**src/rtl/serial_subtractor_pkg.sv**
```systemverilog
// Shared types and helpers for the bit-serial subtractor.
// Holds the FSM state encoding and the counter-width function.
package serial_subtractor_pkg;

  typedef enum logic [1:0] {
    IDLE = 2'd0,
    RUN  = 2'd1,
    DONE = 2'd2
  } state_t;

  // Smallest r with 2**r >= n; returns at least 1 for n >= 2.
  function automatic int clog2(input int n);
    int r;
    r = 0;
    for (int i = 0; i < 31; i++) begin
      if ((1 << i) < n) r = i + 1;
    end
    return r;
  endfunction

endpackage

```
**src/rtl/serial_subtractor_half.sv**
```systemverilog
// Half subtractor: x - y gives the difference bit d and the borrow-out bo.
module half_subtractor (
  input  logic x,
  input  logic y,
  output logic d,
  output logic bo
);

  assign d  = x ^ y;
  assign bo = ~x & y;

endmodule

```
**src/rtl/serial_subtractor.sv**
```systemverilog
// Bit-serial WIDTH-bit subtractor (diff = a - b, LSB first, one bit per clock)
// with a valid/ready operand port and a held valid/ready result port.
module serial_subtractor
  import serial_subtractor_pkg::*;
#(
  parameter int WIDTH = 8
) (
  input  logic             clk,
  input  logic             rst_n,
  input  logic             in_valid,
  output logic             in_ready,
  input  logic [WIDTH-1:0] a,
  input  logic [WIDTH-1:0] b,
  output logic             out_valid,
  input  logic             out_ready,
  output logic [WIDTH-1:0] diff,
  output logic             borrow
);

  localparam int CW = clog2(WIDTH);

  state_t           state_q, state_d;
  logic [WIDTH-1:0] a_q, a_d;
  logic [WIDTH-1:0] b_q, b_d;
  logic [WIDTH-1:0] res_q, res_d;
  logic [WIDTH-1:0] diff_q, diff_d;
  logic             bq_q, bq_d;
  logic             borrow_q, borrow_d;
  logic [CW-1:0]    count_q, count_d;

  logic d1, bo1, d_bit, bo2, bnext;

  // Full subtractor: (a0 - b0) first, then subtract the carried-in borrow.
  half_subtractor u_hs_ab (
    .x  (a_q[0]),
    .y  (b_q[0]),
    .d  (d1),
    .bo (bo1)
  );

  half_subtractor u_hs_bq (
    .x  (d1),
    .y  (bq_q),
    .d  (d_bit),
    .bo (bo2)
  );

  assign bnext = bo1 | bo2;

  always_comb begin
    state_d  = state_q;
    a_d      = a_q;
    b_d      = b_q;
    res_d    = res_q;
    diff_d   = diff_q;
    bq_d     = bq_q;
    borrow_d = borrow_q;
    count_d  = count_q;

    case (state_q)
      IDLE: begin
        if (in_valid) begin
          a_d     = a;
          b_d     = b;
          res_d   = '0;
          bq_d    = 1'b0;
          count_d = '0;
          state_d = RUN;
        end
      end
      RUN: begin
        res_d   = {d_bit, res_q[WIDTH-1:1]};
        a_d     = {1'b0, a_q[WIDTH-1:1]};
        b_d     = {1'b0, b_q[WIDTH-1:1]};
        bq_d    = bnext;
        count_d = count_q + CW'(1);
        // Published result only changes here, so diff/borrow hold across later runs.
        if (count_q == CW'(WIDTH - 1)) begin
          diff_d   = {d_bit, res_q[WIDTH-1:1]};
          borrow_d = bnext;
          state_d  = DONE;
        end
      end
      DONE: begin
        if (out_ready) state_d = IDLE;
      end
      default: state_d = IDLE;
    endcase
  end

  always_ff @(posedge clk or negedge rst_n) begin
    if (!rst_n) begin
      state_q  <= IDLE;
      a_q      <= '0;
      b_q      <= '0;
      res_q    <= '0;
      diff_q   <= '0;
      bq_q     <= 1'b0;
      borrow_q <= 1'b0;
      count_q  <= '0;
    end else begin
      state_q  <= state_d;
      a_q      <= a_d;
      b_q      <= b_d;
      res_q    <= res_d;
      diff_q   <= diff_d;
      bq_q     <= bq_d;
      borrow_q <= borrow_d;
      count_q  <= count_d;
    end
  end

  assign in_ready  = (state_q == IDLE);
  assign out_valid = (state_q == DONE);
  assign diff      = diff_q;
  assign borrow    = borrow_q;

endmodule

```
**config.mk**
```make
export PLATFORM = sky130hd
export DESIGN_NAME = serial_subtractor
export DESIGN_NICKNAME = d
export VERILOG_FILES = /design/src/rtl/serial_subtractor_pkg.sv /design/src/rtl/serial_subtractor_half.sv /design/src/rtl/serial_subtractor.sv
export SDC_FILE = /design/constraint.sdc
export NUM_CORES = 1
export LEC_CHECK = 0
export CORE_MARGIN = 1.5
export CORE_UTILIZATION = 46
export CTS_CLUSTER_SIZE = 20
export DETAILED_ROUTE_END_ITERATION = 8
export PLACE_DENSITY = 0.74
export SLEW_MARGIN = 20
export SYNTH_ARGS = -nofsm -noshare
export SYNTH_HDL_FRONTEND = slang
export SYNTH_SLANG_ARGS = --single-unit
```
**constraint.sdc**
```tcl
create_clock -name clk -period 1.5 [get_ports clk]
set_input_delay 0.375 -clock clk [delete_from_list [all_inputs] [get_ports clk]]
set_output_delay 0.375 -clock clk [all_outputs]
set_load 0.01 [all_outputs]
```
* Word-level counts from Yosys, hierarchy flattened
Index checks and enable logic that the tools add are counted.
W data, S select, Z words.
** Word-level totals
- Flip-flop bits (word level) :: 39
- Word-level logic and storage cells :: 41
- Output and inout port bits :: 11
- Input port bits :: 20
** Cells by class
- Add/sub/neg operators :: 1
- Bitwise gates (word level) :: 7
- Reduce and logical (&&, ||, !) cells :: 5
- Mux-type cells :: 14
- Equality and inequality tests :: 6
** Operators with widths (number)
- $pmux W8 S2 :: 3
- $mux W8 :: 3
- $mux W2 :: 3
- $pmux W2 S3 :: 1
- $pmux W3 S2 :: 1
- $ne A2 B2 Y1 const B :: 2
- $reduce_and A2 Y1 :: 2
- $add A3 B1 Y3 const B :: 1
- $eq A3 B3 Y1 const B :: 1
- $mux W3 :: 1
- $reduce_and A3 Y1 :: 1
- $and A1 B1 Y1 :: 2
- $eq A2 B1 Y1 const B :: 1
- $eq A2 B2 Y1 const B :: 1
- $logic_not A2 Y1 :: 1
- $ne A2 B1 Y1 const B :: 1
- $not A1 Y1 :: 2
- $pmux W1 S2 :: 1
- $reduce_bool A2 Y1 :: 1
- $xor A1 B1 Y1 :: 2
- $mux W1 :: 1
- $or A1 B1 Y1 :: 1

* Logic depth before layout (Yosys ltp)
- Depth in word-level cells :: 5
- Gate-level depth with buffers :: 5
- Mapped depth without buffers :: 4

* Hierarchy
From an unflattened synthesis, not the netlist that was laid out.
** Unflattened totals
- Cell total of the unflattened synthesis :: 147
- Area, all modules :: 1809.2 um^2
** Modules (own cells, without submodules)
- serial_subtractor :: area each 1769.2 um^2, cells each 141, times used 1, seq. area each 950.9 um^2
- half_subtractor :: area each 20.0 um^2, cells each 3, times used 2, seq. area each 0.0 um^2

* Least setup slack after synthesis
OpenSTA, ideal clock, no wires.
- Path kind :: register to register
- Start point :: register count_q[0]
- End point :: register borrow_q (netlist: borrow)
- Stages on the path, launching flop included :: 6
- Setup time :: 125 ps
- Buffers on the path :: 1
- Data required time :: 1375 ps
- Setup slack :: 36 ps
- Clock period less this slack :: 1464 ps
- Arrival :: 1339 ps
- Cell sequence :: dfrtp_1 > ha_1 > ha_1 > nand3b_1 > buf_2 > mux2_2
** Between the ends
- Longest elaborated chain between the ends :: 2
** RTL lines
- start, declared :: RTL line serial_subtractor.sv:29 : logic [CW-1:0] count_q, count_d;
- start signal, assigned :: RTL line serial_subtractor.sv:109 : count_q <= count_d;
- $eq A3 B3 Y1 :: RTL line serial_subtractor.sv:78 : if (count_q == CW'(WIDTH - 1)) begin
- $reduce_and A2 Y1 (no line)
- end signal, assigned :: RTL line serial_subtractor.sv:108 : borrow_q <= borrow_d;
- end, declared :: RTL line serial_subtractor.sv:28 : logic borrow_q, borrow_d;
No other way between the ends.
A chain may end at the register's enable or synchronous reset.

* Worst setup path after layout
- Start point :: register count_q[1]
- End point :: register diff_q[1] (netlist: diff[1])
** Between the ends
- Longest elaborated chain between the ends :: 2
** RTL lines
- $eq A3 B3 Y1 :: RTL line serial_subtractor.sv:78
- $reduce_and A2 Y1 (no line)
- end signal, assigned :: RTL line serial_subtractor.sv:106 : diff_q <= diff_d;
- end, declared :: RTL line serial_subtractor.sv:26 : logic [WIDTH-1:0] diff_q, diff_d;
No other way between the ends.

==> results.md <==
* Final Hold Viols at 0
* Via/cell ratio at 5.52
* Static Leak at 1.11 nW
* Final Cycle Share at 105%
* GPL Wtd Cong at 0.806
* Int Pwr at 3.15 mW
* Synthesized area at 1730 sq um
* Root Driver: clkbuf_8
* Placeable Area at 3630 sq um
* Crit. End Element: flip-flop
* Fmax at 0.635 GHz
* DIE AREA at 4150 sq um
* Clk network pwr share at 18.7%
* Share of layout cells above drive strength 1 at 25.4%
* Critical path peak fanout at 5
* Vias in the first global route at 1180
* First-pass GRT wire length at 5810 um
* Sw Share at 33.3%
* Sw power at 1.57 mW
* Worst EP arrival at 1.75 ns
* Final nets at 204
* WL met3 at 160 um
* RSZ-0062 raised after global routing: true
* DIE HEIGHT at 64.4 um
* Number of port buffers at 30
* Most frequent cells in the layout: dfrtp_1 (36), inv_1 (17), clkdlybuf4s50_1 (17), nor3b_1 (14), a211oi_1 (14)
* Initial DRC Count at 76
* Ant. Diodes at 0
* Crit path kind: flip-flop to flip-flop
* Max cap viols at 0
* DRC viols at 0
* Floorplan row count at 22
* Drt first pass iters at 4
* Final WS setup at -0.0753 ns
* CP startpoint kind: flip-flop
* Routed WL at 3810 um
* Syn Nets at 164
* Slowest CP cell: dfrtp_1
* Per-cell routed wire length at 16.7 um
* Clock tree from TritonCTS: yes
* #FFs+latches synth at 38
* Reg clk slew, reported paths at 0.08 ns
* Slew Limit Fails at 0
* Die width at 64.4 um
* Cells along the critical path: ha_2 -> ha_4 -> nand3b_1 -> clkbuf_16 -> mux2_4
* Pwr Total at 4.72 mW
* Sum Neg Setup Slack at -0.474 ns
* Comb power frac at 43.2%
* Finish-stage setup viols at 9
* DRT antenna net count at 0
* Worst EP required at 1.68 ns
* Post-Syn Instances at 141
* Clock Tree Buf Depth at 2
* Total GRT Usage at 18.6%
* CTS Hold Buffers Added at 0
* PD cells at 1960 nW/um^2
* Max layer used: met4
* P&R area growth vs syn at 38.5%
* Netlist cell types at 21
* CTS buffer count at 5
* Outcome: complete, but fails checks
* Met2 Wirelength at 1790 um
* CP max stage delay at 0.40 ns
* HPWL after DPL at 2150 um
* Average size of a mapped cell at 12.3 sq um
* Vias at 1263
* Failing checks: setup timing
* Most common cell after layout, fill and taps aside: dfrtp_1
* Skew final at 0.00843 ns
* Largest net degree at the start of global routing at 39
* Clk sinks at 38
* Ports at 31
* Cell family contributing the most delay on the critical path: flip-flops
* Hold Crit Class: input port to async pin
* H-tree levels at 2
* Slew @ Worst Pin at 0.476 ns
* Initial antenna violation count at 0
* Sequential area share after synthesis at 54.8%
* VDD IR max at 0.913 mV
* GRT overflow at 0
* Ys Warns at 0
* Clk_lat worst skew at 0.29 ns
* Wire length on met1 at 1790 um
* Min cycle time layout at 1.58 ns
* Initial Util at 47.7%
* Flop pwr share at 38.1%
* Relative slew slack at 68.3%
* WP buf/inv at 1
## worst paths after layout
kind                                         from                      to  slack [ns]  cells after the start
max in group asynchronous                   rst_n  state_q[1]$_DFFE_PN0P_        1.03                      2
min in group clk               b_q[7]$_DFFE_PN0P_      b_q[7]$_DFFE_PN0P_        0.51                      1
setup reg to reg           count_q[1]$_DFFE_PN0P_     diff[1]$_DFFE_PN0P_       -0.08                      5
hold reg to reg                b_q[7]$_DFFE_PN0P_      b_q[7]$_DFFE_PN0P_        0.51                      1
setup / recovery           count_q[1]$_DFFE_PN0P_     diff[1]$_DFFE_PN0P_       -0.08                      5
hold / removal                              rst_n     diff[2]$_DFFE_PN0P_        0.11                      2
## worst register-to-register path: stages, from the launching register on
cell,delay [ns]
dfrtp_1,0.40
ha_2,0.21
ha_4,0.16
nand3b_1,0.20
clkbuf_16,0.20
mux2_4,0.29
## metal layers
metal	up-vias	GRT usage, %
met2	29	26.4
met4	0	7.71
met3	8	5.99
met1	627	26.2
li1	599	-
met5	-	0
## metrics by stage
step           setup WS (ns)  hold WS, ns  util, %  instances  cell area (sq um)
2_1_floorplan         0.0361       0.0794        -        141               1730
4_1_cts              -0.0312        0.136     60.8        222               2210
3_5_place_dp          -0.259        0.449     57.6        214               2090
6_report             -0.0753        0.113     66.1        229               2400
3_3_place_gp          -0.209        0.439     57.6        214               2090
5_1_grt               -0.109        0.158     66.1        229               2400
## cell usage after synthesis, drive strengths merged
| cell type | count | area share (%) |
|---|---|---|
| a211oi | 14 | 6.1 |
| a21oi | 1 | 0.29 |
| a22o | 10 | 5.1 |
| a32o | 2 | 1.2 |
| buf | 8 | 2.7 |
| clkbuf | 4 | 0.87 |
| dfrtp | 38 | 55 |
| fa | 1 | 1.2 |
| ha | 2 | 1.4 |
| inv | 17 | 3.7 |
| mux2 | 10 | 6.5 |
| nand2b | 1 | 0.36 |
| nand3b | 1 | 0.43 |
| nor2 | 1 | 0.22 |
| nor2b | 1 | 0.36 |
| nor3b | 14 | 6.1 |
| nor4b | 14 | 7.4 |
| o21ai | 1 | 0.29 |
| o21bai | 1 | 1.1 |
## power by group through the flow
| stage | registers (mW) | logic (mW) | clock network, mW |
|---|---|---|---|
| floorplan | 1.74 | 1.14 | 0 |
| global placement | 1.74 | 1.64 | 0 |
| detailed placement | 1.77 | 1.73 | 0 |
| CTS | 1.75 | 1.69 | 0.894 |
| global route | 1.86 | 2.23 | 0.935 |
| finish | 1.80 | 2.04 | 0.885 |
## state kept, by name, summed over array words and instances, names as in the netlist
signal,cells
borrow,1
count_q,3
bq_q,1
b_q,8
a_q,8
state_q,2
res_q,7
diff,8
## cells by family after synthesis
family                     count (synthesis)  synth area share (%)
and+or+nand+nor                           32                  14.9
DFF                                       38                  54.8
AOI/OAI and AO/OA                         29                  13.9
adders and majority gates                  3                  2.60
muxes                                     10                  6.49
buffers and inverters                     29                  7.29
## final cells by class
cell class,count,area (sq um)
Clock buffer,6,82.6
Clock inverter,1,30.0
Fill cell,267,1230
Inverter,17,63.8
Multi-Input combinational cell,75,758
Sequential cell,38,953
Tap cell,48,60.1
Timing Repair Buffer,44,454
## repair_timing
action                                  CTS  global route
resized for setup                        16            29
endpoints found under the setup margin   38            25
pin swaps                                 1             3
gates cloned                              1             2
setup buffers                             0             5
No activity file was read; power rests on OpenSTA's default activity.
